$ cat src/rtl/dt_param_engine_pkg.sv
// dt_param_engine_pkg
// Shared types for the two-pass distance transform engine:
//   - FSM state encoding
//   - metric select (chessboard / city-block)
//   - neighbour offset table, indexed by metric, pass and slot
// No ports (package).
package dt_param_engine_pkg;

  typedef enum logic [3:0] {
    IDLE, F_PX, F_NB, F_WR, F2B, B_PX, B_NB, B_WR, DONE
  } state_e;

  typedef enum logic {
    CHESS = 1'b0,
    CITY  = 1'b1
  } mode_e;

  // Row/column step as 2-bit two's complement: -1, 0 or +1.
  typedef struct packed {
    logic [1:0] dr;
    logic [1:0] dc;
  } nb_off_t;

  localparam int unsigned NB_SLOTS = 4;
  localparam logic [1:0]  OFF_M1   = 2'b11;
  localparam logic [1:0]  OFF_0    = 2'b00;
  localparam logic [1:0]  OFF_P1   = 2'b01;

  // Forward set: NW, N, NE, W (chessboard) or N, W (city-block).
  // The backward set is the point mirror of the forward set.
  function automatic nb_off_t nb_offset(input mode_e m, input logic bwd, input logic [1:0] slot);
    nb_off_t o;
    if (m == CITY) begin
      o.dr = slot[0] ? OFF_M1 : OFF_0;
      o.dc = slot[0] ? OFF_0  : OFF_M1;
    end else begin
      case (slot)
        2'd0:    begin o.dr = OFF_M1; o.dc = OFF_M1; end
        2'd1:    begin o.dr = OFF_M1; o.dc = OFF_0;  end
        2'd2:    begin o.dr = OFF_M1; o.dc = OFF_P1; end
        default: begin o.dr = OFF_0;  o.dc = OFF_M1; end
      endcase
    end
    if (bwd) begin
      o.dr = -o.dr;
      o.dc = -o.dc;
    end
    return o;
  endfunction

endpackage

$ cat src/rtl/dt_param_engine_if.sv
// dt_param_engine_if
// Control and memory bus of the distance transform engine.
//   start/mode/done       : run control
//   sti_rd/sti_addr/sti_di: binary image ROM (one word = STI_W pixels, MSB leftmost)
//   res_*                 : distance map RAM, combinational read data
// Modports: master = controller/memory side, slave = engine.
interface dt_param_engine_if #(
  parameter int unsigned IMG_W = 128,
  parameter int unsigned IMG_H = 128,
  parameter int unsigned STI_W = 16,
  parameter int unsigned DW    = 8
);
  localparam int unsigned PA = $clog2(IMG_W * IMG_H);
  localparam int unsigned SA = PA - $clog2(STI_W);

  logic             start;
  logic             mode;
  logic             done;
  logic             sti_rd;
  logic [SA-1:0]    sti_addr;
  logic [STI_W-1:0] sti_di;
  logic             res_rd;
  logic             res_wr;
  logic [PA-1:0]    res_addr;
  logic [DW-1:0]    res_do;
  logic [DW-1:0]    res_di;

  modport master (
    output start, mode, sti_di, res_di,
    input  done, sti_rd, sti_addr, res_rd, res_wr, res_addr, res_do
  );

  modport slave (
    input  start, mode, sti_di, res_di,
    output done, sti_rd, sti_addr, res_rd, res_wr, res_addr, res_do
  );

endinterface

$ cat src/rtl/dt_param_engine_nbr_min.sv
// dt_param_engine_nbr_min
// Minimum of four neighbour distances plus one, saturating at DMAX.
//   nb0_i..nb3_i : neighbour distances (unused slots tied to DMAX by the caller)
//   sat_o        : sat(min + 1), the +1 done in DW+1 bits so DMAX never wraps to 0
module dt_param_engine_nbr_min #(
  parameter int unsigned DW = 8
) (
  input  logic [DW-1:0] nb0_i,
  input  logic [DW-1:0] nb1_i,
  input  logic [DW-1:0] nb2_i,
  input  logic [DW-1:0] nb3_i,
  output logic [DW-1:0] sat_o
);
  localparam logic [DW-1:0] DMAX = {DW{1'b1}};

  logic [DW-1:0] m01;
  logic [DW-1:0] m23;
  logic [DW-1:0] m_all;
  logic [DW:0]   inc;

  always_comb begin
    m01   = (nb0_i < nb1_i) ? nb0_i : nb1_i;
    m23   = (nb2_i < nb3_i) ? nb2_i : nb3_i;
    m_all = (m01 < m23) ? m01 : m23;
    inc   = {1'b0, m_all} + {{DW{1'b0}}, 1'b1};
    sat_o = (inc >= {1'b0, DMAX}) ? DMAX : inc[DW-1:0];
  end

endmodule

$ cat src/rtl/dt_param_engine.sv
// dt_param_engine
// Two-pass distance transform: forward raster pass reads the binary image and
// writes a first-pass map, backward pass refines it in place.
//   clk   : rising-edge clock
//   reset : asynchronous, active-low
//   bus   : start/mode/done control, sti ROM read port, res RAM read/write port
//
// state | meaning
// IDLE  | after reset, waiting for start
// F_PX  | forward: fetch object bit from sti
// F_NB  | forward: read one neighbour slot per cycle (K cycles)
// F_WR  | forward: write 0 or sat(min+1)
// F2B   | turnaround, index set to last pixel
// B_PX  | backward: read current distance, skip background
// B_NB  | backward: read one mirrored neighbour slot per cycle (K cycles)
// B_WR  | backward: write min(cur, sat(min+1))
// DONE  | map complete, done high, waiting for start
module dt_param_engine
  import dt_param_engine_pkg::*;
#(
  parameter int unsigned IMG_W = 128,
  parameter int unsigned IMG_H = 128,
  parameter int unsigned STI_W = 16,
  parameter int unsigned DW    = 8
) (
  input logic              clk,
  input logic              reset,
  dt_param_engine_if.slave bus
);
  localparam int unsigned   PA   = $clog2(IMG_W * IMG_H);
  localparam int unsigned   LW   = $clog2(IMG_W);
  localparam int unsigned   LH   = $clog2(IMG_H);
  localparam int unsigned   LS   = $clog2(STI_W);
  localparam logic [DW-1:0] DMAX = {DW{1'b1}};
  localparam logic [PA-1:0] LAST = PA'(IMG_W * IMG_H - 1);

  state_e        state_q, state_d;
  mode_e         mode_q, mode_d;
  logic [PA-1:0] idx_q, idx_d;
  logic [1:0]    slot_q, slot_d;   // down-counter, slot 0 is the last one
  logic          obj_q, obj_d;
  logic [DW-1:0] cur_q, cur_d;
  logic [DW-1:0] nb_q [NB_SLOTS];
  logic [DW-1:0] nb_d [NB_SLOTS];
  logic [PA-1:0] res_addr_q, res_addr_d;

  logic          in_img_cur;
  logic          px_obj;
  logic [1:0]    k_last;
  logic [DW-1:0] nb_sat;
  logic [DW-1:0] nb2_in, nb3_in;

  function automatic logic nb_in_img(input logic [PA-1:0] idx, input nb_off_t off);
    logic [LH-1:0] row;
    logic [LW-1:0] col;
    row = idx[PA-1:LW];
    col = idx[LW-1:0];
    return !((off.dr == OFF_M1 && row == '0) ||
             (off.dr == OFF_P1 && row == LH'(IMG_H - 1)) ||
             (off.dc == OFF_M1 && col == '0) ||
             (off.dc == OFF_P1 && col == LW'(IMG_W - 1)));
  endfunction

  // Row and column are stepped separately so a column step never carries into the row.
  function automatic logic [PA-1:0] nb_addr(input logic [PA-1:0] idx, input nb_off_t off);
    logic [LH-1:0] row;
    logic [LW-1:0] col;
    row = idx[PA-1:LW];
    col = idx[LW-1:0];
    if (off.dr == OFF_M1)      row = row - LH'(1);
    else if (off.dr == OFF_P1) row = row + LH'(1);
    if (off.dc == OFF_M1)      col = col - LW'(1);
    else if (off.dc == OFF_P1) col = col + LW'(1);
    return {row, col};
  endfunction

  assign in_img_cur = nb_in_img(idx_q, nb_offset(mode_q, state_q == B_NB, slot_q));
  // ~x == STI_W-1-x for the in-word pixel position: MSB is the leftmost pixel.
  assign px_obj     = bus.sti_di[~idx_q[LS-1:0]];
  assign k_last     = (mode_q == CITY) ? 2'd1 : 2'd3;

  assign nb2_in = (mode_q == CITY) ? DMAX : nb_q[2];
  assign nb3_in = (mode_q == CITY) ? DMAX : nb_q[3];

  dt_param_engine_nbr_min #(.DW(DW)) u_nbr_min (
    .nb0_i (nb_q[0]),
    .nb1_i (nb_q[1]),
    .nb2_i (nb2_in),
    .nb3_i (nb3_in),
    .sat_o (nb_sat)
  );

  always_ff @(posedge clk or negedge reset) begin
    if (!reset) begin
      state_q    <= IDLE;
      mode_q     <= CHESS;
      idx_q      <= '0;
      slot_q     <= '0;
      obj_q      <= 1'b0;
      cur_q      <= '0;
      nb_q       <= '{default: DMAX};
      res_addr_q <= '0;
    end else begin
      state_q    <= state_d;
      mode_q     <= mode_d;
      idx_q      <= idx_d;
      slot_q     <= slot_d;
      obj_q      <= obj_d;
      cur_q      <= cur_d;
      nb_q       <= nb_d;
      res_addr_q <= res_addr_d;
    end
  end

  always_comb begin
    state_d = state_q;
    mode_d  = mode_q;
    idx_d   = idx_q;
    slot_d  = slot_q;
    obj_d   = obj_q;
    cur_d   = cur_q;
    nb_d    = nb_q;
    case (state_q)
      IDLE, DONE: begin
        if (bus.start) begin
          state_d = F_PX;
          idx_d   = '0;
          mode_d  = mode_e'(bus.mode);
        end
      end
      F_PX: begin
        obj_d   = px_obj;
        slot_d  = k_last;
        state_d = px_obj ? F_NB : F_WR;
      end
      F_NB, B_NB: begin
        nb_d[slot_q] = in_img_cur ? bus.res_di : DMAX;
        if (slot_q == 2'd0) state_d = (state_q == F_NB) ? F_WR : B_WR;
        else                slot_d  = slot_q - 2'd1;
      end
      F_WR: begin
        if (idx_q == LAST) begin
          state_d = F2B;
        end else begin
          idx_d   = idx_q + PA'(1);
          state_d = F_PX;
        end
      end
      F2B: begin
        idx_d   = LAST;
        state_d = B_PX;
      end
      B_PX: begin
        cur_d = bus.res_di;
        if (bus.res_di == '0) begin
          if (idx_q == '0) begin
            state_d = DONE;
          end else begin
            idx_d   = idx_q - PA'(1);
            state_d = B_PX;
          end
        end else begin
          slot_d  = k_last;
          state_d = B_NB;
        end
      end
      B_WR: begin
        if (idx_q == '0) begin
          state_d = DONE;
        end else begin
          idx_d   = idx_q - PA'(1);
          state_d = B_PX;
        end
      end
      default: state_d = IDLE;
    endcase

    // The RAM address is a register, so it is prepared for the cycle being entered.
    if (state_d == F_NB || state_d == B_NB)
      res_addr_d = nb_addr(idx_d, nb_offset(mode_d, state_d == B_NB, slot_d));
    else
      res_addr_d = idx_d;
  end

  always_comb begin
    bus.done   = 1'b0;
    bus.sti_rd = 1'b0;
    bus.res_rd = 1'b0;
    bus.res_wr = 1'b0;
    bus.res_do = '0;
    case (state_q)
      F_PX:       bus.sti_rd = 1'b1;
      F_NB, B_NB: bus.res_rd = in_img_cur;
      B_PX:       bus.res_rd = 1'b1;
      F_WR: begin
        bus.res_wr = 1'b1;
        bus.res_do = obj_q ? nb_sat : '0;
      end
      B_WR: begin
        bus.res_wr = 1'b1;
        bus.res_do = (cur_q < nb_sat) ? cur_q : nb_sat;
      end
      DONE:       bus.done = 1'b1;
      default: ;
    endcase
  end

  assign bus.sti_addr = idx_q[PA-1:LS];
  assign bus.res_addr = res_addr_q;

endmodule

$ cat src/flat_wrapper.sv
// flat-port wrapper written by rule: the top's interface ports become plain ports
module dt_param_engine_flat import dt_param_engine_pkg::*;
#(
  parameter int unsigned IMG_W = 128,
  parameter int unsigned IMG_H = 128,
  parameter int unsigned STI_W = 16,
  parameter int unsigned DW    = 8
)
  (clk, reset, bus_start, bus_mode, bus_sti_di, bus_res_di, bus_done, bus_sti_rd, bus_sti_addr, bus_res_rd, bus_res_wr, bus_res_addr, bus_res_do);
  dt_param_engine_if #(.IMG_W(IMG_W), .IMG_H(IMG_H), .STI_W(STI_W), .DW(DW)) bus_i ();
  input logic clk;
  input logic reset;
  input wire logic [$bits(bus_i.start)-1:0] bus_start;
  input wire logic [$bits(bus_i.mode)-1:0] bus_mode;
  input wire logic [$bits(bus_i.sti_di)-1:0] bus_sti_di;
  input wire logic [$bits(bus_i.res_di)-1:0] bus_res_di;
  output wire logic [$bits(bus_i.done)-1:0] bus_done;
  output wire logic [$bits(bus_i.sti_rd)-1:0] bus_sti_rd;
  output wire logic [$bits(bus_i.sti_addr)-1:0] bus_sti_addr;
  output wire logic [$bits(bus_i.res_rd)-1:0] bus_res_rd;
  output wire logic [$bits(bus_i.res_wr)-1:0] bus_res_wr;
  output wire logic [$bits(bus_i.res_addr)-1:0] bus_res_addr;
  output wire logic [$bits(bus_i.res_do)-1:0] bus_res_do;
  assign bus_i.start = bus_start;
  assign bus_i.mode = bus_mode;
  assign bus_i.sti_di = bus_sti_di;
  assign bus_i.res_di = bus_res_di;
  assign bus_done = bus_i.done;
  assign bus_sti_rd = bus_i.sti_rd;
  assign bus_sti_addr = bus_i.sti_addr;
  assign bus_res_rd = bus_i.res_rd;
  assign bus_res_wr = bus_i.res_wr;
  assign bus_res_addr = bus_i.res_addr;
  assign bus_res_do = bus_i.res_do;
  dt_param_engine #(.IMG_W(IMG_W), .IMG_H(IMG_H), .STI_W(STI_W), .DW(DW)) u_core (.clk(clk), .reset(reset), .bus(bus_i));
endmodule
$ cat config.mk
export PLATFORM = sky130hd
export DESIGN_NAME = dt_param_engine_flat
export DESIGN_NICKNAME = d
export VERILOG_FILES = /design/src/rtl/dt_param_engine_pkg.sv /design/src/rtl/dt_param_engine_if.sv /design/src/rtl/dt_param_engine_nbr_min.sv /design/src/rtl/dt_param_engine.sv /design/src/flat_wrapper.sv
export SDC_FILE = /design/constraint.sdc
export NUM_CORES = 1
export LEC_CHECK = 0
export BUFFER_PORTS_ARGS = -buffer_cell sky130_fd_sc_hd__buf_4
export CAP_MARGIN = 0
export CORE_MARGIN = 2
export CORE_UTILIZATION = 50
export DETAILED_ROUTE_END_ITERATION = 10
export HOLD_SLACK_MARGIN = 0.06
export PLACE_DENSITY = 0.78
export SLEW_MARGIN = 20
export SYNTH_ARGS = -nofsm -noshare
export SYNTH_HDL_FRONTEND = slang
export SYNTH_SLANG_ARGS = --single-unit
$ cat constraint.sdc
create_clock -name clk -period 12.7 [get_ports clk]
set_clock_uncertainty 0.2 [all_clocks]
set_input_delay 1.905 -clock clk [delete_from_list [all_inputs] [get_ports clk]]
set_output_delay 1.905 -clock clk [all_outputs]
set_load 0.05 [all_outputs]
## Yosys cells after proc, flatten, opt, wreduce, memory -nomap -nowiden

Index checks and enable logic that the tools add are counted.
Widths: inputs -> output; s select.

| operators by class | value |
|---|---|
| add/sub/neg operators | 12 |
| $lt $le $gt $ge | 8 |
| eq/ne operators | 25 |
| muxes and demuxes | 55 |
| bitwise gates (word level) | 2 |
| reductions and logical operators | 20 |

Operator list:

| operator | number |
|---|---|
| $mux 8 | 10 |
| $mux 14 | 5 |
| $pmux 14 s5 | 1 |
| $mux 4 | 10 |
| $bwmux 32 | 1 |
| $lt 8x8->1 | 4 |
| $mux 7 | 4 |
| $pmux 4 s7 | 1 |
| $pmux 4 s3 | 2 |
| $eq 4x3->1 const B | 5 |
| $demux 8 s2 | 1 |
| $pmux 8 s2 | 1 |
| $add 14x1->14 const B | 1 |
| $add 7x1->7 const B | 2 |
| $eq 14x14->1 const B | 1 |
| $eq 7x7->1 const B | 2 |
| $logic_not 14->1 | 1 |
| $logic_not 7->1 | 2 |
| $mux 2 | 7 |
| $sub 14x1->14 const B | 1 |
| $sub 7x1->7 const B | 2 |
| $eq 2x1->1 const B | 6 |
| $eq 2x2->1 const B | 6 |
| $eq 4x2->1 const B | 3 |
| 23 further kinds | 43 |

| word-level totals | value |
|---|---|
| register bits | 76 |
| bits of input ports | 28 |
| logic and storage cells | 133 |

## Longest topological paths before layout

| depth | value |
|---|---|
| word-level depth | 15 |
| gate-level depth with buffers | 42 |

## By module

From an unflattened synthesis, not the netlist that was laid out.

| unflattened totals | value |
|---|---|
| cell total of the unflattened synthesis | 763 |
| area total of the unflattened synthesis | 6,587.6 µm² |

Modules (own cells, without submodules):

| module | instances | cells each | area an instance (µm²) | sequential area each (µm²) |
|---|---|---|---|---|
| dt_param_engine | 1 | 570 | 5,193.7 | 1,941.9 |
| dt_param_engine_nbr_min | 1 | 193 | 1,393.8 | 0.0 |

## Worst setup path before layout

Ideal clock, no wire load.

| path | value |
|---|---|
| path kind | reg-to-output |
| from | reg u_core.mode_q |
| to | out bus_res_do[0] |
| data arrival time | 8,450 ps |
| required time | 10,595 ps |
| setup slack | 2,145 ps |
| stages on the path, launching flop included | 41 |
| cell sequence | dfrtp_1 buf_4 clkbuf_1 clkbuf_1 nor2_1 ha_1 a21o_1 a21oi_1 nand2_1 nor2_1 buf_2 mux2_2 ha_1 nand4_1 o21bai_1 nor3_1 mux2i_1 a21oi_1 [5 not listed] inv_1 or4_1 mux2i_1 nand2_1 nor2_1 mux2_1 a31oi_1 nor2_1 a21oi_1 ha_1 a21oi_1 nor2b_1 o21ai_0 nand2b_1 nor2_1 a41oi_2 nor2_1 o31ai_1 |

| on the way | value |
|---|---|
| cells in the longest elaborated chain, start to end | 11 |
| elaborated cells on any way between the ends | 13 |
| those cells by class | 1 x add/sub; 4 x order compare; 8 x mux |

Ends and longest elaborated chain:

| item | line | RTL |
|---|---|---|
| from (decl) | dt_param_engine.sv:38 | `mode_e mode_q, mode_d;` |
| from (signal assigned) | dt_param_engine.sv:105 | `mode_q <= mode_d;` |
| $mux 8, on equally long branches | dt_param_engine.sv:82, dt_param_engine.sv:83 |  |
| $lt 8x8->1 | dt_param_engine_nbr_min.sv:23 | `m23 = (nb2_i < nb3_i) ? nb2_i : nb3_i;` |
| $mux 8 (*) | dt_param_engine_nbr_min.sv:23 |  |
| $lt 8x8->1 | dt_param_engine_nbr_min.sv:24 | `m_all = (m01 < m23) ? m01 : m23;` |
| $mux 8 (*) | dt_param_engine_nbr_min.sv:24 |  |
| $add 8x1->9 (*) | dt_param_engine_nbr_min.sv:25 | `inc = {1'b0, m_all} + {{DW{1'b0}}, 1'b1};` |
| $ge 9x8->1 | dt_param_engine_nbr_min.sv:26 | `sat_o = (inc >= {1'b0, DMAX}) ? DMAX : inc[DW-1:0];` |
| $mux 8 (*) | dt_param_engine_nbr_min.sv:26 |  |
| $lt 8x8->1 | dt_param_engine.sv:201 | `bus.res_do = (cur_q < nb_sat) ? cur_q : nb_sat;` |
| $mux 8 | dt_param_engine.sv:201 |  |
| $pmux 8 s2 (*) | dt_param_engine.sv:191 | `case (state_q)` |
| to (decl) | flat_wrapper.sv:23 | `output wire logic [$bits(bus_i.res_do)-1:0] bus_res_do;` |

Mark *: on every way between the ends. The rest lies on a longest branch, timed or not.

## Worst setup path in the final report

| path | value |
|---|---|
| from | reg u_core.mode_q |
| to | out bus_res_do[5] |

Same word-level chain as after synthesis.

==> impl_metrics.tcl <==
set metrics [dict create \
    antenna_found_initial 0 \
    grt_max_degree 77 \
    ys_seq_area_share_pct 30.1 \
    vias 6088 \
    ys_types 87 \
    antenna_cells 0 \
    slew_headroom_pct 28.5 \
    die_h_um 118 \
    grt_pass1_wl_um 29500 \
    ant_nets 0 \
    num_rows 41 \
    tightestPinTransition_ps 1070 \
    multi_input_area_mm2 0.00411 \
    drv_slew 0 \
    layout-drive-gt1-share_pct 20.0 \
    utilization_pct 57.4 \
    hold_viol_final 0 \
    synth_ff_type "dfrtp_1" \
    instances_no_fill 985 \
    worstSkewPairLatency_ps 340 \
    clockRootBuffer "clkbuf_16" \
    status "complete, no violations" \
    async_reset_ff_share_pct 100 \
    core_region_area_mm2 0.0126 \
    nets 877 \
    synth-edff-count 0 \
    cts_tree "done" \
    io_buffers 63 \
    grt_pass1_vias 5776 \
    wl_per_cell_um 18.3 \
    rsz0062_at_grt "false" \
    cp_max_fo 29 \
    cts.sinks 76 \
    worstHoldPathType "flop to flop" \
    synth_seq_cells 76 \
    end_kind "output pin" \
    critPathMostFrequentCell "nor2_1" \
    setup_slack_ps 1020 \
    dp_hpwl_um 13700 \
    seq_area_mm2 0.00194 \
    worst-path-buf-inv 4 \
    slowest_stage "dfrtp_1" \
    syn_area_mm2 0.00646 \
    die_w_um 118 \
    drt-vias-per-instance 6.18 \
    start_util_pct 51.2 \
    pre_cts_slack_ps 1320 \
    dieArea_mm2 0.0138 \
    yosysWarnings 0 \
    post_cts_buffers 0 \
    path_class "flop to output pin" \
    cts-htree-levels 3 \
    fillers 1174 \
    grt_overflow 0 \
    arrival_ps 9570 \
    start_kind "flop" \
    final_common_cell "nor2_1" \
    clock.fmax_mhz 85.6 \
    place_congestion 0.951 \
    ios 64 \
    setup_viol 0 \
    cap_violations 0 \
    drt-initial-drc-count 524 \
    avgSynthCellArea_um2 8.35 \
    cts_buffer_depth 2 \
    cp.required_ps 10600 \
    dr.pass1.iters 6 \
    cpLargestDelayFamily "simple AND/OR/NAND/NOR gates" \
    drcViolationCount 0 \
    min_period_ps 11680 \
    finalCritPeriodShare_pct 92.0 \
    cts_buffers 9 \
    grt.total_usage_pct 26.3 \
    slowest_delay_ps 910 \
    fin_tns_setup_ps 0 \
    syn_inst 774 \
    dpl.cell_count 969 \
    final_cell_mix "nor2_1 (100), nand2_1 (69), a21oi_1 (67)" \
    wl_um 18100 \
    areaGrowthSynthToFinish_pct 12.1 \
    syn-num-nets 843 \
    clk_pin_slew_worst_paths_ps 60 \
]
[stage by stage]
step	hold WS, ps	instance area, um^2
finish	302	7240
global route	327	7240
CTS	305	7240
detailed placement	295	6930
global placement	288	6930
floorplan	270	6460
[per-layer routing]
metal / track usage (%) / part of all wire [%] / vias to the layer above
met1: 35.5 / 44 / 2898
met2: 41.3 / 45 / 257
li1: - / - / 2874
met3: 5.14 / 7.4 / 59
met5: 0 / 0 / -
met4: 11.0 / 3.4 / 0
[repair_timing]
item | 4_1_cts | 5_1_grt
setup endpoints to repair | 0 | 7
hold buffers | 0 | 0
resized for setup | 0 | 1
[cells in the mapped netlist, types with 5 or more instances]
master       n  area, um^2
a31oi_1     11        68.8
o21ai_0     43         215
buf_4       11        82.6
xnor2_1     21         184
a211o_1      5        43.8
nand2_1     69         259
nand2b_1     7        43.8
a211oi_1     6        45.0
or3_1        7        43.8
mux2i_1     18         180
clkbuf_1    18        67.6
buf_2        8        40.0
and3_1       9        56.3
nor2_1     101         379
dfstp_2     32         841
mux4_2       5         113
mux2_2      17         191
a21oi_1     67         335
xor2_1       6        52.6
dfrtp_1     44        1100
nor2b_1      5        31.3
o2bb2ai_1    7        61.3
o211ai_1    12        90.1
and2_1       8        50.1
ha_1        41         513
nor3b_1      5        37.5
nor4_1       6        37.5
inv_1       45         169
nand4_1      8        50.1
nor3_1      23         115
nand3_1     23         115
[final cells by class]
class,count,area share [%]
Timing Repair Buffer,66,6.84
Sequential cell,76,26.8
Multi-Input combinational cell,610,56.7
Inverter,45,2.33
Tap cell,172,2.97
Clock buffer,11,3.51
Clock inverter,5,0.795
[worst min-delay path, stage by stage (launching register included)]
cell	delay (ps)
dfstp_2	380
nand2_1	50
o21ai_0	70
[sequential cells by signal, indices dropped and copies added (netlist names)]
register	cells
u_core.idx_q	14
u_core.cur_q	8
u_core.nb_q	32
u_core.bus.res_addr	14
u_core.obj_q	1
u_core.state_q	4
u_core.mode_q	1
u_core.slot_q	2
[path summary, 6_finish.rpt]
| check | from | end | slack (ps) | cells after the start |
|---|---|---|---|---|
| min | u_core.nb_q[31] | u_core.nb_q[31] | 300 | 2 |
| min in group asynchronous | reset | u_core.bus.res_addr[1] | 1530 | 1 |
| max reg2reg | u_core.idx_q[0] | u_core.bus.res_addr[5] | 8320 | 13 |
| max in group asynchronous | reset | u_core.cur_q[3] | 10150 | 1 |
| max | u_core.mode_q | bus_res_do[5] | 1020 | 37 |
| min reg2reg | u_core.nb_q[31] | u_core.nb_q[31] | 300 | 2 |
[cells by family after synthesis]
group,Yosys count,synth area share (%)
muxes,41,7.67
DFF,76,30.1
buffers and inverters,88,6.39
and+or+nand+nor,292,22.2
AOI/OAI and AO/OA,209,22.1
adders and majority gates,41,7.94
xor gates and xnor gates,27,3.66
Power is not shown: default switching activity piles up to over one toggle a cycle in this logic, so the estimate is an artifact.
